### config.mk
export PLATFORM = sky130hd
export DESIGN_NAME = piso_serializer
export DESIGN_NICKNAME = d
export VERILOG_FILES = /design/src/rtl/ser_pkg.sv /design/src/rtl/piso_serializer.sv
export SDC_FILE = /design/constraint.sdc
export NUM_CORES = 1
export LEC_CHECK = 0
export CAP_MARGIN = 20
export CORE_MARGIN = 8
export CORE_UTILIZATION = 51
export CTS_BUF_LIST = sky130_fd_sc_hd__clkbuf_8 sky130_fd_sc_hd__clkbuf_16
export DETAILED_ROUTE_END_ITERATION = 10
export PLACE_DENSITY = 0.81
export SLEW_MARGIN = 20
export SYNTH_ARGS = -nofsm -noshare
export SYNTH_HDL_FRONTEND = slang
export SYNTH_SLANG_ARGS = --single-unit
### constraint.sdc
create_clock -name clk -period 3.9 [get_ports clk]
set_clock_uncertainty 0.05 [all_clocks]
set_input_delay 0.585 -clock clk [delete_from_list [all_inputs] [get_ports clk]]
set_output_delay 0.585 -clock clk [all_outputs]
set_load 0.01 [all_outputs]
### src/rtl/ser_pkg.sv
// ser_pkg: definitions shared by the parallel-in/serial-out serializer.
//   SER_WIDTH_DEF : default word width in bits.
//   ser_state_t   : serializer state. It always has a 2-bit encoding, so
//                   PARITY keeps its code even in builds without the parity
//                   cycle.
`timescale 1ns/1ps
package ser_pkg;

  localparam int SER_WIDTH_DEF = 8;

  typedef enum logic [1:0] {
    IDLE   = 2'd0,
    SHIFT  = 2'd1,
    PARITY = 2'd2
  } ser_state_t;

endpackage

### src/rtl/piso_serializer.sv
// piso_serializer: takes WIDTH-bit words over a valid/ready handshake and
// sends each one out MSB-first, one bit per clock. Back-to-back words stream
// with no idle cycle between them.
//
// Ports
//   clk          in   rising-edge clock
//   reset        in   asynchronous, active-low reset
//   data_in      in   parallel word, sampled only on an accepting edge
//   load_valid   in   upstream has a word on data_in
//   load_ready   out  combinational; the block can take a word this cycle
//   dout         out  serial bit; stays low while idle
//   dout_valid   out  dout carries a payload or parity bit
//   frame_start  out  high only while dout carries the MSB of a word
//   busy         out  copy of dout_valid
//
// Build option
//   SER_PARITY_EN : when defined, each word is followed by one even-parity
//                   bit, and load_ready moves from the LSB cycle to that
//                   parity cycle.
`timescale 1ns/1ps
module piso_serializer
  import ser_pkg::*;
#(
  parameter int WIDTH = SER_WIDTH_DEF
) (
  input  logic             clk,
  input  logic             reset,
  input  logic [WIDTH-1:0] data_in,
  input  logic             load_valid,
  output logic             load_ready,
  output logic             dout,
  output logic             dout_valid,
  output logic             frame_start,
  output logic             busy
);

  localparam int CNT_W = $clog2(WIDTH + 1);

  ser_state_t       r_state;
  logic [WIDTH-1:0] r_shreg;
  logic [CNT_W-1:0] r_bit_cnt;
  logic             r_dout;
  logic             r_dout_valid;
  logic             r_frame_start;
`ifdef SER_PARITY_EN
  logic             r_par;
`endif

  logic             w_load_ready;
  logic             w_accept;

  // Ready is high in the last output cycle of a word so that the next word
  // can follow with no gap. It is gated by reset so that it drops
  // immediately while reset is held.
  always_comb begin
    w_load_ready = 1'b0;
    if (reset) begin
      case (r_state)
        IDLE:    w_load_ready = 1'b1;
`ifdef SER_PARITY_EN
        PARITY:  w_load_ready = 1'b1;
`else
        SHIFT:   w_load_ready = (r_bit_cnt == CNT_W'(1));
`endif
        default: w_load_ready = 1'b0;
      endcase
    end
  end

  assign w_accept = load_valid && w_load_ready;

  // The MSB goes straight to dout on the accepting edge. The shift register
  // therefore holds the remaining WIDTH-1 bits, left-justified.
  always_ff @(posedge clk or negedge reset) begin
    if (!reset) begin
      r_state       <= IDLE;
      r_shreg       <= '0;
      r_bit_cnt     <= '0;
      r_dout        <= 1'b0;
      r_dout_valid  <= 1'b0;
      r_frame_start <= 1'b0;
`ifdef SER_PARITY_EN
      r_par         <= 1'b0;
`endif
    end else if (w_accept) begin
      r_state       <= SHIFT;
      r_shreg       <= {data_in[WIDTH-2:0], 1'b0};
      r_bit_cnt     <= CNT_W'(WIDTH);
      r_dout        <= data_in[WIDTH-1];
      r_dout_valid  <= 1'b1;
      r_frame_start <= 1'b1;
`ifdef SER_PARITY_EN
      r_par         <= ^data_in;
`endif
    end else begin
      case (r_state)
        SHIFT: begin
          r_frame_start <= 1'b0;
          if (r_bit_cnt > CNT_W'(1)) begin
            r_dout    <= r_shreg[WIDTH-1];
            r_shreg   <= {r_shreg[WIDTH-2:0], 1'b0};
            r_bit_cnt <= r_bit_cnt - CNT_W'(1);
          end else begin
`ifdef SER_PARITY_EN
            r_state      <= PARITY;
            r_dout       <= r_par;
            r_dout_valid <= 1'b1;
            r_bit_cnt    <= '0;
`else
            r_state      <= IDLE;
            r_dout       <= 1'b0;
            r_dout_valid <= 1'b0;
            r_bit_cnt    <= '0;
`endif
          end
        end
        default: begin
          // IDLE, the end of the parity cycle, and any unused encoding all
          // return to a quiet low line.
          r_state       <= IDLE;
          r_dout        <= 1'b0;
          r_dout_valid  <= 1'b0;
          r_frame_start <= 1'b0;
          r_bit_cnt     <= '0;
        end
      endcase
    end
  end

  assign load_ready  = w_load_ready;
  assign dout        = r_dout;
  assign dout_valid  = r_dout_valid;
  assign frame_start = r_frame_start;
  assign busy        = r_dout_valid;

endmodule

**After elaboration in Yosys (flattened, before gate mapping)**

Index checks and enable logic that the tools add are counted.

- $add $sub $neg: 1
- Reduce and logical (&&, ||, !) cells: 5
- Eq/ne operators: 3
- Mux-type cells: 18
- Magnitude comparators: 1

Operator list:

| operator | count |
|---|---|
| 2-to-1 mux 8 bit | 3 |
| 2-to-1 mux 4 bit | 3 |
| 2-to-1 mux 1 bit | 8 |
| 2-to-1 mux 2 bit | 3 |
| == test 4 x 1 -> 1 bit (second input constant) | 1 |
| > comparator 4 x 1 -> 1 bit (second input constant) | 1 |
| nonzero test 2 bit | 2 |
| subtractor 4 x 1 -> 4 bit (second input constant) | 1 |
| inequality test 3 bit (second input constant) | 1 |
| == test 2 x 1 -> 1 bit (second input constant) | 1 |
| zero test 2 bit | 1 |
| one-hot mux 1 bit (2 select lines) | 1 |
| AND reduction 2 bit | 1 |
| logical AND 1 bit | 1 |

- Register bits: 17
- Output and inout port bits: 5
- Input port bits: 11

**Longest topological paths before layout**

- Word-level depth: 6
- Mapped depth: 7
- Gate-level depth less buffers: 6

**Worst setup path before layout**

OpenSTA, ideal clock, no wires.

- Kind: reg2out
- Start point: register r_bit_cnt[1]
- End point: output load_ready
- Path slack: 1993 ps
- Required time: 3265 ps
- Cell stages (with the launch flop): 5
- Buffers on the path: 0
- Arrival time: 1272 ps
- Cells stage by stage: dfrtp_1 inv_1 ha_1 or3b_4 a21boi_0

- Cells in the longest elaborated chain, start to end: 3

RTL lines:

| what | RTL line | source |
|---|---|---|
| start: declaration | piso_serializer.sv:41 | `logic [CNT_W-1:0] r_bit_cnt;` |
| start signal: assignment | piso_serializer.sv:88 | `r_bit_cnt <= CNT_W'(WIDTH);` |
| start signal: assignment | piso_serializer.sv:102 | `r_bit_cnt <= r_bit_cnt - CNT_W'(1);` |
| == test 4 x 1 -> 1 bit | piso_serializer.sv:63 | `SHIFT: w_load_ready = (r_bit_cnt == CNT_W'(1));` |
| one-hot mux 1 bit (2 select lines) | piso_serializer.sv:58 | `case (r_state)` |
| 2-to-1 mux 1 bit | piso_serializer.sv:57 | `if (reset) begin` |
| end: declaration | piso_serializer.sv:30 | `output logic load_ready,` |

No other way between the ends.

**Final worst setup path**

Ends and elaborated chain as after synthesis.

==> flow_summary.json <==
{
  "avgSynthCellArea_um2": 10.3,
  "crit_required_ns": 3.26,
  "post_cts_buffers": 0,
  "slew_viol_final": 0,
  "tns_ns": 0,
  "yosys_warnings": 0,
  "initial_core_util_pct": 54.5,
  "wirelength_um": 1480,
  "dp_cells": 95,
  "row_count": 13,
  "finalCriticalPeriod_ns": 2.66,
  "cp-start-kind": "register",
  "ant_nets": 0,
  "die_h_um": 53.1,
  "clock_path_buffers": 2,
  "drt-initial-drc-count": 8,
  "fin_cells": 98,
  "die_w_um": 53.1,
  "dieArea_um2": 2820,
  "cts_resized": 0,
  "final_common_cell": "clkdlybuf4s50_1",
  "first_pass_iters": 4,
  "p_per_area_nw_per_um2": 707,
  "ys_types": 25,
  "seqPwrFrac_pct": 40.4,
  "globalplace.congestion": 0.833,
  "path_clk_slew_ns": 0.05,
  "hold_path_depth": 1,
  "finalSetupViolations": 0,
  "rsz0062_at_grt": "false",
  "max_freq_mhz": 377,
  "yosys_register_bits": 14,
  "grt_pass1_wl_um": 2500,
  "fin_crit_sh_pct": 68.1,
  "hold_viol_final": 0,
  "mostFrequentLayoutCells": "clkdlybuf4s50_1, dfrtp_1, inv_1",
  "cts_tree": "done",
  "clockRootBuffer": "clkbuf_8",
  "reg2reg_from": "r_bit_cnt[0]$_DFF_PN0_",
  "synthToLayoutAreaGrowth_pct": 27.1,
  "syn_area_um2": 701,
  "viasPerCell": 5.71,
  "grt_pass1_vias": 577,
  "internal_power_mw": 0.396,
  "hp-start": "r_shreg[7]$_DFFE_PN0P_",
  "cp_data_arrival_time_ns": 2.02,
  "r2r_cells": 5,
  "core_um2": 1280,
  "rrSetupSlack_ns": 2.12,
  "relSlewSlack_pct": 65.7,
  "drcViolationCount": 0,
  "post-dp-hpwl_um": 1100,
  "htreeDepth": 1,
  "numCtsBuffers": 3,
  "path_max_fanout": 3,
  "grt_max_degree": 17,
  "worstMarginPinSlew_ns": 0.512,
  "status": "complete, no violations",
  "swShare_pct": 37.2,
  "insertion_delay_ns": 0.24,
  "nets": 98,
  "cp-end-kind": "output pin",
  "setup_ws_ns": 1.24,
  "port_buffers": 15,
  "routedWlPerCell_um": 15.1,
  "diodes": 0,
  "grt_usage_pct": 12.0,
  "route.vias.total": 560,
  "min_to": "dout$_DFF_PN0_",
  "maxCapViolCount": 0,
  "synthCells": 68,
  "worstSetupPathType": "reg2out",
  "hp-class": "reg2reg",
  "cts_sinks": 14,
  "clkPwrFrac_pct": 18.2,
  "yosysSeqAreaShare_pct": 50.0,
  "overflow": 0,
  "cellLeakagePower_nw": 0.398,
  "vdd_drop_max_mv": 0.473,
  "ios": 16,
  "synth_nets": 81,
  "reg2reg_to": "r_shreg[5]$_DFFE_PN0P_",
  "p_sw_mw": 0.234,
  "antenna_found_initial": 0,
  "dp_worst_setup_slack_ns": 1.22,
  "postCtsHoldBufs": 0,
  "pwr-share-comb_pct": 41.4,
  "layout-drive-gt1-share_pct": 9.64
}
==> cell families after synthesis <==
kind of cell               after synthesis  synth area share [%]
DFF                                     14                  50.0
xor gates and xnor gates                 2                  2.50
and+or+nand+nor                          9                  6.96
adders and majority gates                2                  3.57
AOI/OAI and AO/OA                       27                  27.7
buffers and inverters                   14                  9.28
==> Yosys cell counts <==
master    count  area share (%)
o221ai_1      6             7.5
o21a_1        1             1.1
inv_1         9             4.8
ha_1          2             3.6
a21boi_0      1             1.1
nand2_1       1            0.54
buf_6         1             1.6
dfrtp_1      14              50
or2_2         1            0.89
nor2_1        4             2.1
inv_2         1            0.54
o211ai_1      6             6.4
o21ai_2       1             1.3
and2b_1       1             1.1
xnor2_1       2             2.5
nor3_1        1            0.71
a22o_1        1             1.3
clkbuf_1      1            0.54
a31o_1        1             1.3
buf_4         1             1.1
or3b_4        1             1.6
a211oi_1      1             1.1
a21o_1        1             1.1
o21ai_0       8             5.7
clkbuf_2      1            0.71
==> layer usage <==
layer / vias to the layer above / routed length, um / track usage, %
met4: 0 / 34 / 6.30
li1: 274 / - / -
met1: 265 / 648 / 15.3
met2: 16 / 701 / 18.2
met3: 5 / 97 / 2.80
met5: - / 0 / 0
==> critical path, cell delays in order, from the launching register on <==
cell	delay (ns)
dfrtp_1	0.37
inv_1	0.07
ha_1	0.19
or3b_4	0.41
a21boi_0	0.18
clkdlybuf4s50_1	0.56
==> final cells by class <==
cell class,count,area [um^2]
Timing Repair Buffer,16,158
Multi-Input combinational cell,40,285
Fill cell,112,394
Inverter,10,37.5
Tap cell,15,18.8
Clock buffer,3,41.3
Sequential cell,14,350
==> flip-flops by register name (all words and copies together), names as in the netlist <==
signal,flops
dout,1
frame_start,1
r_bit_cnt,4
r_shreg,7
r_state,1
==> worst max-delay path by stage <==
stage	start	to	slack, ns	depth (start not counted)
floorplan	r_bit_cnt[1]$_DFF_PN0_	load_ready	1.99	4
global placement	reset	load_ready	1.26	4
detailed placement	reset	load_ready	1.22	4
CTS	reset	load_ready	1.22	4
global route	reset	load_ready	1.13	4
finish	r_bit_cnt[1]$_DFF_PN0_	load_ready	1.24	5
==> power groups by stage <==
stage | Clock (mW) | Sequential [mW] | Combinational, mW
finish | 0.115 | 0.254 | 0.261
global route | 0.122 | 0.263 | 0.291
CTS | 0.116 | 0.254 | 0.263
detailed placement | 0 | 0.256 | 0.260
global placement | 0 | 0.251 | 0.253
floorplan | 0 | 0.238 | 0.199
==> metrics by stage <==
| stage | util [%] | instance area [um^2] | power (mW) | hold WS [ns] |
|---|---|---|---|---|
| floorplan | - | 701 | 0.437 | 0.239 |
| finish | 69.3 | 891 | 0.630 | 0.443 |
| global placement | 66.1 | 850 | 0.504 | 0.420 |
| detailed placement | 66.1 | 850 | 0.516 | 0.435 |
| global route | 69.3 | 891 | 0.676 | 0.474 |
| CTS | 69.3 | 891 | 0.634 | 0.447 |
(Power assumes the default switching activity.)
